$ cat src/rtl/ppm_pkg.sv
// Shared types and constants for the parametrised PPM frame decoder.
package ppm_pkg;
    typedef enum logic [1:0] {IDLE, SOF_RUN, SOF_GAP, DATA} state_t;

    localparam logic [1:0] ERR_MULTI   = 2'b01;
    localparam logic [1:0] ERR_PARTIAL = 2'b10;
    localparam logic [1:0] ERR_RUN     = 2'b11;

    localparam int SOF_RUN_LEN = 3;
endpackage

$ cat src/rtl/ppm_slot_timer.sv
// Line synchroniser, rising-edge detect and slot phase counter that
// re-aligns to every pulse edge.
module ppm_slot_timer #(
    parameter int OSR = 16
) (
    input  logic clk,
    input  logic rst_n,
    input  logic din,
    input  logic hold,
    output logic sample_tick,
    output logic slot_tick,
    output logic sample_val,
    output logic rise
);
    localparam int PW = $clog2(OSR);

    logic [2:0]    sync;
    logic [PW-1:0] phase;

    always_ff @(posedge clk or negedge rst_n) begin
        if (!rst_n) sync <= '0;
        else        sync <= {sync[1:0], din};
    end

    assign sample_val  = sync[1];
    assign rise        = sync[1] & ~sync[2];
    assign sample_tick = !rise && (phase == PW'(OSR/2));
    // An early edge arriving after the sample point closes the current slot,
    // so the slot index still advances when a pulse is pulled forward.
    assign slot_tick   = rise ? (phase > PW'(OSR/2)) : (phase == PW'(OSR-1));

    always_ff @(posedge clk or negedge rst_n) begin
        if (!rst_n)                      phase <= '0;
        else if (rise)                   phase <= PW'(1);
        else if (hold)                   phase <= '0;
        else if (phase == PW'(OSR-1))    phase <= '0;
        else                             phase <= phase + 1'b1;
    end
endmodule

$ cat src/rtl/ppm_decoder_param.sv
// 1-of-2^BPS PPM frame decoder: SOF detection, symbol capture, LSB-first word
// packing, frame length counting and coded error reporting.
module ppm_decoder_param
    import ppm_pkg::*;
#(
    parameter int BPS    = 2,
    parameter int OSR    = 16,
    parameter int DATA_W = 8,
    parameter int CNT_W  = 8
) (
    input  logic              clk,
    input  logic              rst_n,
    input  logic              din,
    output logic [DATA_W-1:0] dout,
    output logic              d_en,
    output logic              f_en,
    output logic              f_end,
    output logic [CNT_W-1:0]  frm_len,
    output logic              err,
    output logic [1:0]        err_code
);
    localparam int NSYM = DATA_W / BPS;
    localparam int SIW  = (NSYM > 1) ? $clog2(NSYM) : 1;

    state_t            state, state_d;
    logic              sample_tick, slot_tick, sample_val, rise, idle;
    logic [2:0]        run;
    logic [BPS-1:0]    slot, pos, sym;
    logic              hit;
    logic [SIW-1:0]    sidx;
    logic [DATA_W-1:0] shreg, word_d;
    logic              sof_ev, sym_ev, eof_ok, err_ev, word_done;
    logic [1:0]        code_d;

    assign idle = (state == IDLE);

    ppm_slot_timer #(.OSR(OSR)) u_timer (
        .clk         (clk),
        .rst_n       (rst_n),
        .din         (din),
        .hold        (idle),
        .sample_tick (sample_tick),
        .slot_tick   (slot_tick),
        .sample_val  (sample_val),
        .rise        (rise)
    );

    always_ff @(posedge clk or negedge rst_n) begin
        if (!rst_n) state <= IDLE;
        else        state <= state_d;
    end

    always_comb begin
        state_d = state;
        sof_ev  = 1'b0;
        sym_ev  = 1'b0;
        eof_ok  = 1'b0;
        err_ev  = 1'b0;
        code_d  = ERR_MULTI;
        sym     = hit ? pos : slot;
        case (state)
            IDLE: if (rise) state_d = SOF_RUN;
            SOF_RUN: if (sample_tick) begin
                if (sample_val) begin
                    if (run == 3'(SOF_RUN_LEN)) begin
                        err_ev  = 1'b1;
                        code_d  = ERR_RUN;
                        state_d = IDLE;
                    end
                end else begin
                    state_d = (run == 3'(SOF_RUN_LEN)) ? SOF_GAP : IDLE;
                end
            end
            SOF_GAP: if (slot_tick) begin
                sof_ev  = 1'b1;
                state_d = DATA;
            end
            DATA: if (sample_tick) begin
                if (sample_val && hit) begin
                    err_ev  = 1'b1;
                    code_d  = ERR_MULTI;
                    state_d = IDLE;
                end else if (slot == '1) begin
                    if (hit || sample_val) begin
                        sym_ev = 1'b1;
                    end else if (sidx == '0) begin
                        eof_ok  = 1'b1;
                        state_d = IDLE;
                    end else begin
                        err_ev  = 1'b1;
                        code_d  = ERR_PARTIAL;
                        state_d = IDLE;
                    end
                end
            end
            default: state_d = IDLE;
        endcase
    end

    always_comb begin
        word_d = shreg;
        word_d[sidx*BPS +: BPS] = sym;
    end

    assign word_done = sym_ev && (sidx == SIW'(NSYM-1));

    always_ff @(posedge clk or negedge rst_n) begin
        if (!rst_n) begin
            dout     <= '0;
            d_en     <= 1'b0;
            f_en     <= 1'b0;
            f_end    <= 1'b0;
            frm_len  <= '0;
            err      <= 1'b0;
            err_code <= '0;
            run      <= '0;
            slot     <= '0;
            pos      <= '0;
            hit      <= 1'b0;
            sidx     <= '0;
            shreg    <= '0;
        end else begin
            d_en  <= 1'b0;
            f_en  <= sof_ev;
            f_end <= eof_ok;
            err   <= err_ev;
            if (err_ev) err_code <= code_d;

            if (idle)                                           run <= '0;
            else if (state == SOF_RUN && sample_tick && sample_val) run <= run + 3'd1;

            if (sof_ev) begin
                slot    <= '0;
                hit     <= 1'b0;
                sidx    <= '0;
                frm_len <= '0;
            end else if (state == DATA) begin
                if (slot_tick) slot <= slot + 1'b1;
                if (sample_tick) begin
                    if (slot == '1) hit <= 1'b0;
                    else if (sample_val) begin
                        hit <= 1'b1;
                        pos <= slot;
                    end
                end
                if (sym_ev) begin
                    if (word_done) begin
                        dout <= word_d;
                        d_en <= 1'b1;
                        sidx <= '0;
                        if (frm_len != '1) frm_len <= frm_len + 1'b1;
                    end else begin
                        shreg <= word_d;
                        sidx  <= sidx + 1'b1;
                    end
                end
            end
        end
    end
endmodule
$ cat config.mk
export PLATFORM = sky130hd
export DESIGN_NAME = ppm_decoder_param
export DESIGN_NICKNAME = d
export VERILOG_FILES = /design/src/rtl/ppm_pkg.sv /design/src/rtl/ppm_slot_timer.sv /design/src/rtl/ppm_decoder_param.sv
export SDC_FILE = /design/constraint.sdc
export NUM_CORES = 1
export LEC_CHECK = 0
export CORE_MARGIN = 3
export CORE_UTILIZATION = 45
export CTS_BUF_LIST = sky130_fd_sc_hd__clkbuf_2 sky130_fd_sc_hd__clkbuf_4 sky130_fd_sc_hd__clkbuf_8
export CTS_CLUSTER_DIAMETER = 120
export CTS_CLUSTER_SIZE = 28
export DETAILED_ROUTE_END_ITERATION = 16
export GPL_ROUTABILITY_DRIVEN = 0
export PLACE_DENSITY = 0.66
export RECOVER_POWER = 25
export SKIP_CTS_REPAIR_TIMING = 1
export SYNTH_ARGS = -nofsm -noshare
export SYNTH_HDL_FRONTEND = slang
export SYNTH_SLANG_ARGS = --single-unit
$ cat constraint.sdc
create_clock -name clk -period 2.44 [get_ports clk]
set_input_delay 0.488 -clock clk [delete_from_list [all_inputs] [get_ports clk]]
set_output_delay 0.488 -clock clk [all_outputs]
set_load 0.02 [all_outputs]
==> results by group, run 1 <==
Logic synthesis
  • Synth async-reset ratio: 100%
  • Avg Cell Area, Syn: 10.3 um^2
  • Top_reg_cell synth: dfrtp_1
  • Sequential element share of the synthesized area: 48.4%
  • Yosys cell types: 46
  • Synthesis warning total: 0
  • Yosys top cell by area: dfrtp_1
  • Yosys top cell area share: 48.4%
  • Syn Nets: 251
  • List of most frequent post-synthesis cells: dfrtp_1 (47), nand3_1 (19), nand2_1 (18), ha_1 (13), inv_1 (13)
  • EDFF count, synth: 0
  • Top cells by area, synth: dfrtp_1 (48%), ha_1 (6.7%), nand3_1 (3.9%), mux2i_1 (3.7%), mux2_2 (3.7%)
  • Mapped Area: 2430 um^2
  • Most instantiated library cell after synthesis: dfrtp_1
  • Yosys reg bits: 47
  • Synth Instances: 235

STA
  • Fmax: 467 MHz
  • Fin. max-slew vios: 0
  • Max Clock Skew: 0.00699 ns
  • Final hold vios: 0
  • Worst slew pin tran: 1.15 ns
  • Setup violators final: 0
  • Worst slew margin: 23.4%
  • Final min period: 2.14 ns
  • Period utilisation layout: 87.8%
  • Setup TNS: 0 ns
  • Unrepaired setup endpoints after global routing: false
  • Setup ws final: 0.298 ns

Pwr
  • Max VDD drop: 0.000372 V
  • Leakage: 1.22 nW
  • Total power: 1.56 mW
  • Power Dens Cells: 552 nW/um^2

Setup path
  • Worst Setup Start Kind: flip-flop
  • Worst Path Max Fanout: 19
  • Worst Path Arrival: 2.38 ns
  • Critical path capture point type: flip-flop
  • Worst setup path class: flip-flop to flip-flop
  • R2R setup slack: 0.30 ns
  • Data required, critical path: 2.68 ns

Die
  • # rows: 26
  • Die Area: 6320 um^2
  • Core ar.: 5170 um^2
  • Ports: 25
  • Starting Density: 47.0%
  • Die X: 79.5 um
  • Die Span Y: 79.5 um

Clock tree
  • CTS sink count: 47
  • Worst-path clk slew: 0.09 ns
  • CTS tree: done
  • Total CTS buffers: 5
  • Clock H-tree levels: 2
  • Worst skew pair latency: 0.30 ns
  • CTS root buf: clkbuf_8
  • Max clock buf depth: 2

Placement
  • Placement-stage cell area: 2760 um^2
  • Post-detail-place hpwl: 3400 um
  • Pre-CTS WS: 0.314 ns
  • IO Port Bufs: 24
  • Cell count after placement: 325

GRT
  • Global-route wire length before repair: 8570 um
  • GRT overflow: 0
  • Antenna violations before repair: 0
  • Largest net degree at the start of global routing: 48
  • Vias in the first global route: 1831
  • Gr usage total: 17.2%

Detailed routing
  • DRC errors left: 0
  • Drt via density: 5.44
  • TritonRoute pass-1 iters: 4
  • Iteration-0 DRC Markers: 113
  • ANT nets after route: 0
  • Total number of vias: 1810
  • Routed WL: 4710 um
  • Avg WL per Cell: 14.1 um

Finish
  • Design area: 2830 um^2
  • Antenna diode count: 0
  • Total Nets Final: 278
  • Share of post-route cells with drive strength above 1: 9.51%
  • Area Overhead vs Synth: 16.6%
  • Fin cells: 333

Flow run
  • Max-cap violations: 0

Hold path
  • Hold Path Class: flip-flop to flip-flop

Outcome
  • Status: complete, no violations
## layer usage
metal | track usage, % | share of wire, % | vias up
met1 | 23.3 | 48 | 863
met5 | 0 | 0 | -
met4 | 6.53 | 1.4 | 0
li1 | - | - | 908
met3 | 4.29 | 3.8 | 7
met2 | 26.5 | 46 | 32
## area by class of cell
class,count,area [um^2]
clock buffers,6,76.3
clock inverters,2,12.5
fillers,467,2340
inverters,14,52.6
multi-input cells,165,1160
flip-flops and latches,47,1180
well taps,70,87.6
repair buffers,29,270
## placed cells by master (no fill, tap or decap), types with 9 or more instances in the layout
cell type | synthesis | routed
o31ai_1 | 11 | 11
o21ai_0 | 12 | 12
inv_1 | 13 | 13
dfrtp_1 | 47 | 47
clkdlybuf4s50_1 | 0 | 23
nand3_1 | 19 | 19
nor2_1 | 10 | 10
ha_1 | 13 | 13
mux2i_1 | 9 | 9
nand2_1 | 18 | 18
## kinds of logic (layout without fill, tap and decap cells)
family / Yosys count / in the layout / share of synthesized area [%]
AO/OA/AOI/OAI: 48 / 48 / 13.0
XOR/XNOR: 1 / 1 / 0.360
adder cells (fa/ha/maj): 13 / 13 / 6.69
buffers and inverters: 23 / 51 / 3.96
flip-flops: 47 / 47 / 48.4
multiplexers: 17 / 17 / 7.41
AND/OR/NAND/NOR: 86 / 86 / 20.2
## report_power, final
group	total (mW)	switching [mW]	internal, mW
Combinational	0.209	0.118	0.0907
Sequential	0.881	0.0561	0.825
Clock	0.474	0.262	0.212
## through the flow
step,util [%],hold slack [ns]
5_1_grt,54.8,0.416
4_1_cts,55.1,0.152
3_5_place_dp,53.4,0.377
3_3_place_gp,53.4,0.377
2_1_floorplan,-,0.192
6_report,54.8,0.397
## worst paths after layout
kind	end	depth (start not counted)	start
worst max-delay path	frm_len[0]$_DFFE_PN0P_	7	u_timer.sync[1]$_DFF_PN0_
worst min-delay path	u_timer.sync[1]$_DFF_PN0_	0	u_timer.sync[0]$_DFF_PN0_
worst max register to register	frm_len[0]$_DFFE_PN0P_	7	u_timer.sync[1]$_DFF_PN0_
worst min register to register	u_timer.sync[1]$_DFF_PN0_	0	u_timer.sync[0]$_DFF_PN0_
max in group asynchronous	sidx[1]$_DFFE_PN0P_	2	rst_n
min in group asynchronous	d_en$_DFF_PN0_	2	rst_n
## registers in the layout, summed over array words and instances (netlist names), 3 cells and up, named ones only
signal         flops
u_timer.phase      4
run                3
shreg              6
dout               8
frm_len            8
u_timer.sync       3
## worst max-delay path, cell delays in order (launching register included)
cell and delay, ns:
dfrtp_1 0.50, inv_1 0.10, ha_1 0.26, nor3b_4 0.27, nand4_4 0.20, buf_4 0.26
or3_1 0.35, a21oi_1 0.13
No activity file was read; power rests on OpenSTA's default activity.
==> run 2, diff against run 1 <==
- CTS_CLUSTER_DIAMETER: 120 -> 150
- GPL_TIMING_DRIVEN: not set -> 0
==> results by group, run 2 (same netlist as run 1, synthesis figures left out) <==
Pwr
  • Max VDD drop: 0.000424 V
  • Leakage: 1.24 nW
  • Power Dens Cells: 577 nW/um^2
  • Total power: 1.65 mW

Finish
  • Antenna diode count: 0
  • Final Core Density: 55.4%
  • Share of post-route cells with drive strength above 1: 9.36%
  • Biggest regs: dout x8, frm_len x8, shreg x6
  • Commonest non-fill, non-tap cell in the layout: dfrtp_1
  • Most frequent cells in the layout: dfrtp_1 (47), clkdlybuf4s50_1 (23), nand3_1 (19), nand2_1 (18)
  • Area Overhead vs Synth: 17.8%
  • Total Nets Final: 283
  • Design area: 2860 um^2

Setup path
  • Worst Path Arrival: 2.29 ns
  • Worst Setup EP: shreg[4]$_DFFE_PN0P_
  • CP Launch Point: u_timer.sync[1]$_DFF_PN0_
  • Data required, critical path: 2.63 ns
  • RR Endpoint: shreg[4]$_DFFE_PN0P_
  • Worst setup path class: flip-flop to flip-flop
  • Worst Path Max Fanout: 10
  • R2R Path Start: u_timer.sync[1]$_DFF_PN0_
  • R2R setup slack: 0.34 ns
  • Worst Setup Start Kind: flip-flop
  • Critical path capture point type: flip-flop
  • Reg2Reg Depth: 7

GRT
  • Met2 Resource Use GR: 27.0%
  • Met1 Usage GRT: 22.8%
  • Global-route wire length before repair: 8580 um
  • Largest net degree at the start of global routing: 35
  • Met3 usage: 4.97%
  • Gr usage total: 17.4%
  • Antenna violations before repair: 0
  • Vias in the first global route: 1848
  • GR peak layer: met2
  • GRT overflow: 0

STA
  • Setup ws final: 0.341 ns
  • Final min period: 2.10 ns
  • Unrepaired setup endpoints after global routing: false
  • Worst slew pin tran: 0.896 ns
  • Period utilisation layout: 86.0%
  • Final hold vios: 0
  • Setup violators final: 0
  • Fin. max-slew vios: 0
  • Fmax: 476 MHz
  • Max Clock Skew: 0.00678 ns
  • Worst slew margin: 39.8%

Clock tree
  • Worst-path clk slew: 0.08 ns
  • Worst skew pair latency: 0.30 ns
  • CTS root buf: clkbuf_8
  • Clock H-tree levels: 2
  • CTS sink count: 47
  • Total CTS buffers: 5
  • Max clock buf depth: 2
  • CTS tree: done

Hold path
  • Hold Path Class: input port to asynchronous set/reset pin

Outcome
  • Status: complete, no violations

Die
  • Die Span Y: 79.5 um
  • # rows: 26
  • Starting Density: 47.0%
  • Core ar.: 5170 um^2
  • Die Area: 6320 um^2
  • Ports: 25
  • Die X: 79.5 um

Placement
  • Placement-stage cell area: 2770 um^2
  • Post-detail-place hpwl: 3480 um
  • IO Port Bufs: 24
  • Pre-CTS WS: 0.344 ns

Detailed routing
  • DRC errors left: 0
  • TritonRoute pass-1 iters: 4
  • Avg WL per Cell: 13.8 um
  • Iteration-0 DRC Markers: 67
  • Total number of vias: 1873
  • Routed WL: 4650 um
  • Drt via density: 5.56
  • ANT nets after route: 0

Flow run
  • Max-cap violations: 0
-- run 2: changes by cell type in the layout (fill, tap and decap cells not counted), sizes merged --
| cell | change |
|---|---|
| clkbuf | +4 |
| buf | +1 |
| bufinv | +1 |
| clkinv | -1 |
| clkinvlp | -1 |
-- run 2: layout make-up --
| class | instances | area [um^2] |
|---|---|---|
| Fill cell | 451 | 2310 |
| Sequential cell | 47 | 1180 |
| Multi-Input combinational cell | 165 | 1160 |
| Timing Repair Buffer | 25 | 239 |
| Tap cell | 70 | 87.6 |
| Clock buffer | 6 | 76.3 |
| Inverter | 14 | 52.6 |
| Buffer | 9 | 43.8 |
| Clock inverter | 1 | 30.0 |
-- run 2: worst min-delay path by stage --
stage | start | endpoint | slack, ns
global placement | u_timer.sync[0]$_DFF_PN0_ | u_timer.sync[1]$_DFF_PN0_ | 0.33
CTS | rst_n | frm_len[6]$_DFFE_PN0P_ | 0.08
global route | rst_n | d_en$_DFF_PN0_ | 0.25
floorplan | rst_n | asynchronous set/reset pin | 0.19
detailed placement | u_timer.sync[0]$_DFF_PN0_ | u_timer.sync[1]$_DFF_PN0_ | 0.34
finish | rst_n | frm_len[6]$_DFFE_PN0P_ | 0.21
-- run 2: worst max-delay path, stage by stage (launching register included) --
cell and delay, ns:
dfrtp_1 0.52, inv_1 0.11, ha_1 0.26, nor3b_4 0.27
and4_1 0.22, buf_2 0.18, nand3_1 0.13, mux2_2 0.29
-- run 2: routing by layer --
layer	share of wire [%]	wire (um)	up-vias
met5	0	0	-
met2	47	2170	28
met1	48	2250	916
met3	3.3	155	7
met4	1.7	77	0
li1	-	-	922
-- run 2: report_power, final --
part	total (mW)	switching (mW)	internal [mW]
registers	0.878	0.0539	0.824
clock network	0.560	0.248	0.311
logic	0.215	0.122	0.0932
total	1.65	0.424	1.23
-- run 2: stage by stage --
stage,std cells,setup TNS (ns),hold WS [ns]
final,337,0,0.205
after global routing,337,0,0.251
after CTS,337,0,0.0778
after detailed placement,330,0,0.339
after global placement,329,-20.82,0.335
after floorplan,235,0,0.192
